--- src/rtl/x_pkg.sv ---
// x_pkg: shared state type and default sizes for the load arbiter.
package x_pkg;
    localparam int NREQ_DEF = 4;
    localparam int WIDTH_DEF = 8;
    typedef enum logic [2:0] {INIT, IDLE, LOAD, CHECK, RESP} state_t;
endpackage

--- src/rtl/x_rr_pick.sv ---
// x_rr_pick: circular first-set pick starting at ptr, one-hot grant plus index.
module x_rr_pick #(
    parameter int NREQ = 4,
    parameter int IW = $clog2(NREQ)
) (
    input  logic [NREQ-1:0] req,
    input  logic [IW-1:0]   ptr,
    output logic [NREQ-1:0] grant,
    output logic [IW-1:0]   idx,
    output logic            any
);
    logic [IW-1:0] j;
    always_comb begin
        grant = '0;
        idx = '0;
        any = 1'b0;
        j = '0;
        for (int k = 0; k < NREQ; k++) begin
            j = IW'((int'(ptr) + k) % NREQ);
            if (!any && req[j]) begin
                grant[j] = 1'b1;
                idx = j;
                any = 1'b1;
            end
        end
    end
endmodule

--- src/rtl/x_load_arb.sv ---
// x_load_arb: round-robin arbiter that loads a shared register, reads it back
// and returns the readback with a mismatch flag to the granted requester.
module x_load_arb
    import x_pkg::*;
#(
    parameter int NREQ = NREQ_DEF,
    parameter int WIDTH = WIDTH_DEF,
    parameter logic [WIDTH-1:0] CLR_VAL = '0
) (
    input  logic                     clk,
    input  logic                     reset,
    input  logic [NREQ-1:0]          req_valid,
    input  logic [NREQ*WIDTH-1:0]    req_data,
    output logic [NREQ-1:0]          req_ready,
    output logic [WIDTH-1:0]         x_din,
    output logic                     x_load,
    input  logic [WIDTH-1:0]         x_dout,
    output logic                     rsp_valid,
    input  logic                     rsp_ready,
    output logic [$clog2(NREQ)-1:0]  rsp_id,
    output logic [WIDTH-1:0]         rsp_data,
    output logic                     rsp_err,
    output logic                     busy
);
    localparam int IW = $clog2(NREQ);

    state_t          state;
    logic [IW-1:0]   rr_ptr, lat_id, pick_idx;
    logic [NREQ-1:0] pick_grant;
    logic            pick_any;
    logic [WIDTH-1:0] lat_data, din_q;
    logic            init_drive;

    x_rr_pick #(.NREQ(NREQ), .IW(IW)) u_pick (
        .req(req_valid),
        .ptr(rr_ptr),
        .grant(pick_grant),
        .idx(pick_idx),
        .any(pick_any)
    );

    // INIT is also the reset state, so its load is suppressed while reset is held
    assign init_drive = (state == INIT) && !reset;
    assign req_ready = (state == IDLE) ? pick_grant : '0;
    assign x_load = init_drive || (state == LOAD);
    assign x_din = init_drive ? CLR_VAL : (state == LOAD) ? lat_data : din_q;
    assign busy = state != IDLE;
    assign rsp_valid = state == RESP;
    assign rsp_id = lat_id;

    always_ff @(posedge clk or posedge reset) begin
        if (reset) begin
            state <= INIT;
            rr_ptr <= '0;
            lat_id <= '0;
            lat_data <= '0;
            din_q <= '0;
            rsp_data <= '0;
            rsp_err <= 1'b0;
        end else begin
            case (state)
                INIT: begin
                    din_q <= CLR_VAL;
                    state <= IDLE;
                end
                IDLE: if (pick_any) begin
                    lat_data <= req_data[pick_idx*WIDTH +: WIDTH];
                    lat_id <= pick_idx;
                    rr_ptr <= (pick_idx == IW'(NREQ - 1)) ? '0 : pick_idx + 1'b1;
                    state <= LOAD;
                end
                LOAD: begin
                    din_q <= lat_data;
                    state <= CHECK;
                end
                CHECK: begin
                    rsp_data <= x_dout;
                    rsp_err <= x_dout != lat_data;
                    state <= RESP;
                end
                RESP: if (rsp_ready) state <= IDLE;
                default: state <= IDLE;
            endcase
        end
    end
endmodule

--- config.mk ---
export PLATFORM = sky130hd
export DESIGN_NAME = x_load_arb
export DESIGN_NICKNAME = d
export VERILOG_FILES = /design/src/rtl/x_pkg.sv /design/src/rtl/x_rr_pick.sv /design/src/rtl/x_load_arb.sv
export SDC_FILE = /design/constraint.sdc
export NUM_CORES = 1
export LEC_CHECK = 0
export CAP_MARGIN = 20
export CORE_AREA = 2 2 55 96
export DETAILED_ROUTE_END_ITERATION = 16
export DIE_AREA = 0 0 57 98
export DONT_BUFFER_PORTS = 1
export PLACE_DENSITY_LB_ADDON = 0.1
export SLEW_MARGIN = 40
export SYNTH_ARGS = -nofsm -noshare
export SYNTH_HDL_FRONTEND = slang
export SYNTH_SLANG_ARGS = --single-unit
export TNS_END_PERCENT = 100
--- constraint.sdc ---
create_clock -name clk -period 4.05 [get_ports clk]
set_clock_uncertainty 0.1 [all_clocks]
set_input_delay 1.215 -clock clk [delete_from_list [all_inputs] [get_ports clk]]
set_output_delay 1.215 -clock clk [all_outputs]
set_load 0.02 [all_outputs]
# After elaboration in Yosys (flattened, before gate mapping)

Index checks and enable logic that the tools add are counted.

Bits in registers: 32
Word-level logic and storage cells: 85

Reductions and logical operators: 17
$add $sub $neg: 4
Bitwise operators: 3
Shift operators: 1
$lt $le $gt $ge: 8
Muxes and demuxes: 36
Equal/unequal tests: 9

Operator list:

| cell                                                              | count |
|---|---|
| indexed part select 32 x 6 -> 8 bit                               | 1 |
| 2-to-1 mux 4 bit                                                  | 5 |
| 2-to-1 mux 8 bit                                                  | 2 |
| one-hot mux 8 bit (2 select lines)                                | 1 |
| < comparator 2 x 3 -> 1 bit, second input constant                | 4 |
| 2-to-1 mux 1 bit                                                  | 12 |
| OR 4 bit                                                          | 3 |
| one-hot mux 3 bit (4 select lines)                                | 1 |
| 2-to-1 mux 2 bit                                                  | 5 |
| binary-select mux 1 bit (select 2 bit)                            | 4 |
| demux 1 bit (select 2 bit)                                        | 4 |
| greater-or-equal comparator 2 x 1 -> 1 bit, second input constant | 4 |
| logical AND 1 bit                                                 | 8 |
| != test 8 bit                                                     | 1 |
| equality test 3 x 2 -> 1 bit, second input constant               | 2 |
| 2-to-1 mux 3 bit                                                  | 2 |
| adder 2 x 1 -> 2 bit, second input constant                       | 2 |
| adder 2 bit, second input constant                                | 2 |
| logical NOT 1 bit                                                 | 4 |
| AND reduction 2 bit                                               | 2 |
| equality test 3 x 1 -> 1 bit, second input constant               | 1 |
| equality test 3 bit, second input constant                        | 1 |
| logical NOT 3 bit                                                 | 1 |
| != test 3 x 1 -> 1 bit, second input constant                     | 1 |
| other kinds (5)                                                   | 5 |

# Logic depth before layout (Yosys ltp)

Gate-level depths: netlist of the first run.

Depth in word-level cells: 14
Mapped depth: 12

# Modules after synthesis

A second synthesis of the first run with hierarchy kept.

Cell total of the unflattened synthesis: 164
Area, all modules: 2105.8 um^2

Modules (own cells, without submodules):

| module     | times used | sequential area each (um^2) | cells each | area an instance (um^2) |
|---|---|---|---|---|
| x_load_arb | 1          | 800.8                       | 119        | 1684.1 |
| x_rr_pick  | 1          | 0.0                         | 45         | 421.7 |

# Worst setup path before layout of the first run

OpenSTA, ideal clock, no wires.

Path type: in2out
From: input req_valid[1]
To: output req_ready[0]
Cell stages on the path: 4
Arrival time: 2.689 ns
Required time: 2.735 ns
Setup slack: 0.046 ns
Cells stage by stage: mux4_2 -> nor4_1 -> a221oi_1 -> nor2_1

Word-level cells in the longest chain between the ends: 13

RTL lines:

| what                                   | line             | source |
|---|---|---|
| from (decl)                            | x_load_arb.sv:12 | `input logic [NREQ-1:0] req_valid,` |
| binary-select mux 1 bit (select 2 bit) | x_rr_pick.sv:20  | `if (!any && req[j]) begin` |
| 2-to-1 mux 1 bit (implied by the code) | x_rr_pick.sv:20  |  |
| 2-to-1 mux 1 bit                       | x_rr_pick.sv:20  |  |
| logical NOT 1 bit                      | x_rr_pick.sv:20  |  |
| logical AND 1 bit                      | x_rr_pick.sv:20  |  |
| 2-to-1 mux 1 bit                       | x_rr_pick.sv:20  |  |
| logical NOT 1 bit                      | x_rr_pick.sv:20  |  |
| logical AND 1 bit                      | x_rr_pick.sv:20  |  |
| 2-to-1 mux 1 bit                       | x_rr_pick.sv:20  |  |
| logical NOT 1 bit                      | x_rr_pick.sv:20  |  |
| logical AND 1 bit                      | x_rr_pick.sv:20  |  |
| 2-to-1 mux 4 bit *                     | x_rr_pick.sv:20  |  |
| 2-to-1 mux 4 bit *                     | x_load_arb.sv:44 | `assign req_ready = (state == IDLE) ? pick_grant : '0;` |
| to (decl)                              | x_load_arb.sv:14 | `output logic [NREQ-1:0] req_ready,` |

Every way passes the cells marked *; elsewhere a longest branch is shown, timed or not. The select of a mux whose other input is x is not followed.

# Worst setup path in the final report of the first run

From: input req_valid[1]
To: output req_ready[3]

The elaborated chain is that of the path after synthesis.

==> run metrics, run 1 <==
status completed; Post-Syn Nets 293; DRT Pass-1 Iters 4; most used flip-flop cell after synthesis dfrtp_1; initial DRC count 58; buffers added on ports 0; htree depth 2; initial antenna violation count 0; first-pass GRT wire length 9160 µm; WL final 5470 µm; CTS root buf clkbuf_8; Num CTS Buffers 5; worst min-delay path category flop to flop; I/O pin count 73; post-route ant nets 0; setup violators final 0; Max Freq 0.258 GHz; Core ar. 4850 µm²; Mapped Area 2310 µm²; Nets 300; worst reg-to-reg setup slack 1.30 ns; Peak VDD IR 0.665 mV; largest net degree at the start of global routing 30; critical path class primary input to output port; Async S/R FF share, synth 100%; Yosys reg bits 32; Inst Count DP 292; syn_area_per_cell 9.70 µm²; vias in the first global route 1989; endpoint class of the critical path output port; YS warnings 0; # Max-Cap Violations 0; global route total overflow 0; Max Slew Vio Count 0; Register Area 801 µm²; filler instances 463; GP Congestion 0.826; worst-path fanout max 6; cell taking the most area after synthesis dfrtp_1; CTS tree yes; WL/cell 18.2 µm; postcts setup bufs 0; Synth area leaders dfrtp_1, mux2_2, a22o_1; Std-Cell Rows 34; drc violations 0; cell count after synthesis 238; transition time of the tightest slew-check pin 0.478 ns; Worst Hold Slack 0.401 ns; Die Y 98 µm; final non-filler cell total 300; crit share post-route 95.7%; Die ar. 5590 µm²; RSZ-0062 raised after global routing false; routed vias 1924; area post-placement 2400 µm²; library cells used by synthesis 40; share of post-route cells with drive strength above 1 21.5%; Final min period 3.88 ns; total track usage 20.4%; Area growth syn-to-layout 9.59%; Die Wd 57 µm; footprint of the multi-input gates 1410 µm²; vias per cell 6.41; Req. time, crit path 2.73 ns; Max-slew headroom 68.1%; CTS sink cnt 32; Hold Fails Final Rpt 0; CTS max path bufs 2; CTS clk-pin slew, worst paths 0.07 ns; Static Leak 1.09 nW; Post-synth EDFFs 0; clock latency on the worst-skew pair 0.28 ns; Ant. Diodes 0; Starting Density 47.6%; Setup TNS 0 ns; top cell type's share of synthesized area 34.7%; HPWL after DPL 4260 µm; CP startpoint kind primary input; fin area 2530 µm²; cell area power density 931 nW/µm²; sequential area share after synthesis 34.7%; crit path DAT 2.56 ns
## power breakdown
part           total, W  switching (W)  internal (W)
logic           0.00138       0.000775      0.000602
clock network  0.000334       0.000117      0.000217
registers      0.000646       0.000182      0.000464
total           0.00236        0.00107       0.00128
## cells by family (layout without fill, tap and decap cells)
logic type	after synthesis	count (layout)	synth area share (%)
AOI/OAI and AO/OA	79	79	26.4
xor gates and xnor gates	8	8	3.03
adders and majority gates	8	8	4.33
buffers and inverters	20	28	4.44
DFF	32	32	34.7
muxes	28	28	14.4
and+or+nand+nor	63	63	12.7
## path summary, 6_finish.rpt
path | depth (start not counted) | start | to
max | 7 | req_valid[1] | req_ready[3]
min | 1 | state[2]$_DFFE_PP0P_ | state[1]$_DFFE_PP0P_
max reg2reg | 8 | rr_ptr[1]$_DFFE_PP0P_ | lat_data[2]$_DFFE_PP0P_
min reg2reg | 1 | state[2]$_DFFE_PP0P_ | state[1]$_DFFE_PP0P_
max in group asynchronous | 2 | reset | din_q[7]$_DFFE_PP0P_
min in group asynchronous | 1 | reset | state[2]$_DFFE_PP0P_
## cell type report
type                       instances  share of cell area, %
clock inverter                     1                   1.19
multi-input combinational        186                   55.7
inverter                           6                  0.890
tap                               54                   2.67
clock buffer                       7                   3.81
sequential                        32                   31.6
timing repair buffer              14                   4.15
## synth_stat cells (2+ instances only)
cell type  instances
o21ai_0           11
mux2_2            21
nor2_1            20
ha_1               8
a22oi_1            7
o211ai_1           5
xnor2_1            8
or2_2              2
a22o_1            19
buf_6              2
a21oi_1            5
mux2i_1            4
nand2_1           20
a221oi_1           7
nand3_1           11
a222oi_1           5
inv_1              6
a211oi_1           6
clkbuf_1          10
mux4_2             2
dfrtp_1           32
nor2b_1            2
a21o_1             7
nand4_1            2
## through the flow
stage	total power (W)	setup slack, ns	utilization (%)
2_1_floorplan	0.00175	0.0461	-
3_3_place_gp	0.00203	0.157	49.5
3_5_place_dp	0.00204	0.0974	49.5
4_1_cts	0.00238	0.0808	52.1
5_1_grt	0.00255	0.0365	52.2
6_report	0.00236	0.173	52.2
## per-layer routing
metal / routed length [µm] / up-vias / global-route usage (%)
li1: - / 918 / -
met1: 2090 / 929 / 22.8
met2: 2940 / 66 / 36.2
met3: 319 / 11 / 4.77
met4: 122 / 0 / 8.23
met5: 0 / - / 0
## cells in the final DEF, fill, tap and decap left out, types with 7 or more instances in the layout
cell type | netlist | routed
a21o_1 | 7 | 7
a221oi_1 | 7 | 7
a22o_1 | 19 | 19
a22oi_1 | 7 | 7
buf_4 | 0 | 14
clkbuf_8 | 0 | 7
dfrtp_1 | 32 | 32
ha_1 | 8 | 8
mux2_2 | 21 | 21
nand2_1 | 20 | 20
nand3_1 | 11 | 11
nor2_1 | 20 | 20
o21ai_0 | 11 | 11
xnor2_1 | 8 | 8
## sequential cells by signal (all words and copies together) (netlist names)
register  flops
rsp_err       1
rsp_id        2
state         3
rr_ptr        2
lat_data      8
rsp_data      8
din_q         8
## worst max-delay path, stage by stage
cell	delay, ns
mux4_2	0.48
nor2b_2	0.20
a22oi_1	0.16
nor2_1	0.06
a221oi_1	0.21
nor2_1	0.07
buf_4	0.17
## timing repair
item | in CTS | in global routing
hold buffers | 0 | 0
endpoints found under the setup margin | 0 | 1
resized for setup | 0 | 1
endpoints found under the hold margin | 0 | 0
(Power assumes the default switching activity.)
==> run 2, diff against run 1 <==
--- a/config.mk
+++ b/config.mk
@@ -5,13 +5,12 @@
 export SDC_FILE = /design/constraint.sdc
 export NUM_CORES = 1
 export LEC_CHECK = 0
-export CAP_MARGIN = 20
+export CAP_MARGIN = 10
 export CORE_AREA = 2 2 55 96
 export DETAILED_ROUTE_END_ITERATION = 16
 export DIE_AREA = 0 0 57 98
 export DONT_BUFFER_PORTS = 1
 export PLACE_DENSITY_LB_ADDON = 0.1
-export SLEW_MARGIN = 40
 export SYNTH_ARGS = -nofsm -noshare
 export SYNTH_HDL_FRONTEND = slang
 export SYNTH_SLANG_ARGS = --single-unit
==> results of run 2 <==
Final layout, timing and power as in run 1 (identical DEF).
